[src/rtl/mips_mem_arbiter.sv]
// mips_mem_arbiter: shares one single-port memory between instruction fetch and data access with starvation-bounded data priority.
module mips_mem_arbiter #(
  parameter int ADDR_W = 32,
  parameter int DATA_W = 32,
  parameter int STARVE_LIMIT = 4
) (
  input  logic              clk,
  input  logic              rst,
  input  logic              if_req,
  input  logic [ADDR_W-1:0] if_addr,
  output logic              if_ack,
  output logic [DATA_W-1:0] if_rdata,
  input  logic              dm_req,
  input  logic              dm_we,
  input  logic [ADDR_W-1:0] dm_addr,
  input  logic [DATA_W-1:0] dm_wdata,
  output logic              dm_ack,
  output logic [DATA_W-1:0] dm_rdata,
  output logic              mem_en,
  output logic              mem_we,
  output logic [ADDR_W-1:0] mem_addr,
  output logic [DATA_W-1:0] mem_wdata,
  input  logic [DATA_W-1:0] mem_rdata,
  output logic              busy
);
  localparam int SW = $clog2(STARVE_LIMIT + 1);
  typedef enum logic [1:0] {IDLE, ISSUE, WAIT, DONE} state_t;
  state_t state;
  logic [SW-1:0] dmStreak;
  logic winDm, winWe, grantDm;
  logic [ADDR_W-1:0] grantAddr;
  logic [SW-1:0] nextStreak;
  always_comb begin
    grantDm = dm_req && (!if_req || dmStreak < SW'(STARVE_LIMIT));
    grantAddr = (grantDm ? dm_addr : if_addr) & ~ADDR_W'(3);
    nextStreak = !(grantDm && if_req) ? '0 :
                 dmStreak == SW'(STARVE_LIMIT) ? dmStreak : dmStreak + SW'(1);
  end
  always_ff @(posedge clk) begin
    if (!rst) begin
      state <= IDLE;
      dmStreak <= '0;
      winDm <= 1'b0;
      winWe <= 1'b0;
      busy <= 1'b0;
      mem_en <= 1'b0;
      mem_we <= 1'b0;
      mem_addr <= '0;
      mem_wdata <= '0;
      if_ack <= 1'b0;
      dm_ack <= 1'b0;
      if_rdata <= '0;
      dm_rdata <= '0;
    end else begin
      mem_en <= 1'b0;
      mem_we <= 1'b0;
      mem_addr <= '0;
      mem_wdata <= '0;
      if_ack <= 1'b0;
      dm_ack <= 1'b0;
      case (state)
        IDLE: if (if_req || dm_req) begin
          state <= ISSUE;
          busy <= 1'b1;
          winDm <= grantDm;
          winWe <= grantDm && dm_we;
          dmStreak <= nextStreak;
          mem_en <= 1'b1;
          mem_we <= grantDm && dm_we;
          mem_addr <= grantAddr;
          mem_wdata <= grantDm ? dm_wdata : '0;
        end
        ISSUE: state <= WAIT;
        WAIT: begin
          state <= DONE;
          if (winDm) begin
            dm_rdata <= winWe ? '0 : mem_rdata;
            dm_ack <= 1'b1;
          end else begin
            if_rdata <= mem_rdata;
            if_ack <= 1'b1;
          end
        end
        DONE: begin
          state <= IDLE;
          busy <= 1'b0;
        end
      endcase
    end
  end
endmodule

[config.mk]
export PLATFORM = sky130hd
export DESIGN_NAME = mips_mem_arbiter
export DESIGN_NICKNAME = d
export VERILOG_FILES = /design/src/rtl/mips_mem_arbiter.sv
export SDC_FILE = /design/constraint.sdc
export NUM_CORES = 1
export LEC_CHECK = 0
export CAP_MARGIN = 20
export CORE_ASPECT_RATIO = 0.75
export CORE_UTILIZATION = 35
export CTS_CLUSTER_SIZE = 10
export DETAILED_ROUTE_END_ITERATION = 8
export PLACE_DENSITY = 0.78
export SYNTH_ARGS = -nofsm -noshare
export SYNTH_HDL_FRONTEND = slang
export SYNTH_SLANG_ARGS = --single-unit
[constraint.sdc]
create_clock -name clk -period 1.45 [get_ports clk]
set_clock_uncertainty 0.2 [all_clocks]
set_input_delay 0.29 -clock clk [delete_from_list [all_inputs] [get_ports clk]]
set_output_delay 0.29 -clock clk [all_outputs]
set_load 0.05 [all_outputs]
==> results.txt <==
By area, the combinational part of the netlist is dominated by simple AND/OR/NAND/NOR gates. The reg-to-reg setup timing slack came out at -120 ps. The critical path ends at mem_addr[4]$_SDFF_PN0_. The accumulated negative setup slack came out at -4140 ps. The required time at the endpoint of the critical path came out at 1580 ps. The measured slew at the worst slew-check pin came out at 512 ps. Dividing the detail-routed via count by the number of cells gives 5.12.

Cell internal power was estimated by the tool at 0.0108 W. The capture instance of the worst register-to-register path is state[1]$_SDFFE_PN0P_. Across the run, the number of max-cap violations was 0.

After legalization and detailed placement, the total HPWL measured 12100 microns. The final hold slack came out at 241 ps. The final reports fail on negative setup slack.

The height of the die came out at 103 microns. The count of cells along the worst register-to-register path is 5. The core box area is 13200 sq um. The critical path depth is 6. Setup repair after global routing could not meet its margin everywhere. The global-route wire length before repair is 25400 microns.

The fill cell total of the finished layout came out at 687. The total of buffers placed on input and output ports came out at 259. The buffer type at the clock tree root is clkbuf_16. The number of clock sinks came out at 138. TritonCTS built the clock tree. For this configuration, the core starts out at a cell density of 36.3%.

The first detailed-routing pass ran for 5 iterations. The xor and xnor area share after synthesis is 0%. The placed cell area came out at 9040 sq um.

In the final design database the tool counted 952 nets. The clock tree buffer depth is 2. The kind of path behind the tightest hold check is in2reg.

The number of buffers created by CTS came out at 17. At the later pin of the worst-skew pair, clock insertion delay measures 400 ps. The hold violation count in the final report came to 0. The clock network burns 28.8% of the power. The number of primary I/O pins came out at 266.

The synthesis warning total is 0. The analysis attributes to net switching a power of 0.00567 W. In this run the worst setup path begins at if_req. The longest individual stage delay on the worst path came out at 510 ps.

The class of the most critical setup path is in2reg. The violation count after the first detailed-routing iteration came out at 252. The antenna diode count came out at 0. The kind of start point of the critical path is an input port. The global-route usage over all layers came out at 24.2%. The compound-cell area share of the yosys netlist is 11.7%. The final-report max-slew violation count is 0. Measured against the total synthesized area, the mux share comes to 0.210%. The cell family contributing the most delay on the critical path is buffers and inverters. Combinational logic is responsible for 41.1% of the overall power. In this run switching power makes up 34.5% of total power.

Counting flops and latches in the post-synthesis netlist gives 138. Walking the worst path, the cells encountered are clkdlybuf4s50_1 -> buf_4 -> o21ai_4 -> or2_4 -> clkbuf_16 -> a21oi_2. The count of distinct cell types in the synthesized netlist is 29. The data arrival at the endpoint of the critical path came out at 1710 ps.

The total via count in the routed design is 5097. The top cell type by total area after synthesis is dfxtp_1. The run finished, with violations left. The post-synthesis share of cell area spent on and, or, nand and nor gates is 24.1%. The initial antenna violation count was 0.

The floorplan step defined a die boundary enclosing 14100 sq um. The power density normalized to cell area is 1590 nW/um^2. The number of DRC violations after detailed routing is 0. The relative area change from synthesis to final layout is 117%. The number of antenna-violating nets in the routed design is 0.

The post-layout instance area is 10400 sq um. The adder-cell share of the synthesized area is 1.57%. Before CTS, the worst setup slack after placement is -631 ps. The H-tree level count came out at 4. By area the synthesized netlist is led by dfxtp_1, nand2_1, a21oi_1. The final global-route overflow total is 0. The endpoint kind of the worst setup timing path is a flip-flop.

Along the worst path, the maximum fanout reaches 7. The wire length per cell came out at 19.8 microns. The largest net degree at the start of global routing is 48.

After clock tree synthesis, the flow added hold-fix buffers numbering 0. The die is 137 microns wide. The share of the clock period used by the worst path is 109%. The clock period minus final worst setup slack is 1580 ps. The ratio of cells with drive above 1 in the final layout is 43.4%.

The number of failing setup endpoints in the final timing report came out at 75. Wires add up to 19700 microns. The startpoint of the worst register-to-register path is state[1]$_SDFFE_PN0P_.

The part of the power in registers is 30.1%. The worst pin sits at a relative slew slack of 65.9%. The worst path setup slack after routing came out at -133 ps. Routability-driven placement finished with a final weighted congestion of 0.882. The clock transition time at the flip-flop clock pins of the worst setup and hold paths is 60 ps. The sequential element share of the synthesized area came out at 57.8%. Together, buffers and inverters on the worst path number 3.

For this run, the top clock speed supported by timing is 632 MHz. IR analysis of the VDD net gives a maximum drop of 1.17 mV. In this run the mean area of a mapped cell was 8.86 sq um. The static leakage power came out at 4.00 nW.

The floorplan has 36 rows. After synthesis the cells add up to 4780 sq um. The number of cells produced by synthesis is 539. The area share of the largest cell type after synthesis came out at 57.8%. The number of global-route vias before repair was 4941. The slowest stage cell on the critical path is clkdlybuf4s50_1.
-- metal layers --
metal,part of all wire (%),track usage [%]
met2,54,45.3
met1,36,25.5
met3,8.0,8.04
met4,2.0,8.45
met5,0,0
-- how the worst min path moves through the flow --
stage,depth (start not counted),startpoint,endpoint
finish,2,dm_wdata[26],mem_wdata[26]$_SDFF_PN0_
CTS,3,dm_addr[3],mem_addr[3]$_SDFF_PN0_
floorplan,1,dm_wdata[0],mem_wdata[0]$_SDFF_PN0_
detailed placement,2,dmStreak[0]$_SDFFE_PN0P_,dmStreak[0]$_SDFFE_PN0P_
global placement,2,dmStreak[0]$_SDFFE_PN0P_,dmStreak[0]$_SDFFE_PN0P_
global route,2,dm_wdata[26],mem_wdata[26]$_SDFF_PN0_
-- cell usage after synthesis, drive strengths merged --
cell type,count
buf,13
nor2,7
a21oi,96
or2,1
o21ai,1
or3b,1
and4b,1
a211oi,1
nand2,159
and2,33
nor2b,1
mux2i,1
dfxtp,138
ha,6
clkbuf,31
a21bo,1
a31o,1
nand2b,1
nand3,1
a22oi,2
inv,7
a21boi,1
a32o,1
conb,1
nand4b,32
a221oi,1
-- registers in the layout (all words and copies together), names as in the netlist, 2 cells and up --
| name | count |
|---|---|
| mem_wdata | 32 |
| dm_rdata | 32 |
| dmStreak | 3 |
| if_rdata | 32 |
| mem_addr | 30 |
| state | 2 |
-- metrics by stage --
| step | total power, W | util (%) | std cells |
|---|---|---|---|
| 3_3_place_gp | 0.0106 | 68.7 | 952 |
| 4_1_cts | 0.0158 | 74.9 | 986 |
| 5_1_grt | 0.0170 | 78.8 | 996 |
| 6_report | 0.0164 | 78.8 | 996 |
| 2_1_floorplan | 0.00765 | - | 540 |
| 3_5_place_dp | 0.0107 | 68.7 | 952 |
-- kinds of logic after synthesis --
family,after synthesis
simple gates,237
other cells,1
fa+ha+maj,6
flops,138
compound gates,105
buf+inv,51
mux,1
-- final cells by class --
type,count,area (sq um),area share [%]
clock buffers,20,447,4.31
clock inverters,11,194,1.87
inverters,7,31.3,0.302
multi-input cells,352,2160,20.8
flip-flops and latches,138,2870,27.7
well taps,171,214,2.07
repair buffers,297,4450,42.9
-- repair_timing --
item	CTS	global route
endpoints found under the setup margin	121	160
gates cloned	3	7
pin swaps	4	10
buffers inserted	0	4
resized for setup	45	127
-- layout by cell type, fill, tap and decap left out, types with 2 or more instances in the layout --
cell type / count
buf_12: 138
bufinv_16: 5
nor2_1: 7
a21oi_2: 48
and2_4: 4
a22oi_1: 2
a21oi_4: 2
inv_1: 4
conb_1: 2
buf_16: 2
nand2_2: 4
buf_4: 16
dfxtp_2: 79
and2_1: 29
clkinv_2: 2
clkinv_4: 2
nand2_4: 6
nand2_1: 149
clkbuf_16: 21
a21oi_1: 46
dfxtp_1: 57
nand4b_1: 32
clkdlybuf4s50_1: 127
clkbuf_1: 2
dfxtp_4: 2
buf_6: 7
ha_4: 2
inv_4: 2
a21bo_4: 2
ha_1: 4
-- power by group through the flow --
stage	sequential [W]	combinational, W	clock [W]
2_1_floorplan	0.00622	0.00142	0
4_1_cts	0.00490	0.00614	0.00476
5_1_grt	0.00501	0.00699	0.00496
3_5_place_dp	0.00494	0.00580	0
6_report	0.00496	0.00676	0.00474
3_3_place_gp	0.00490	0.00568	0
(Power assumes the default switching activity.)
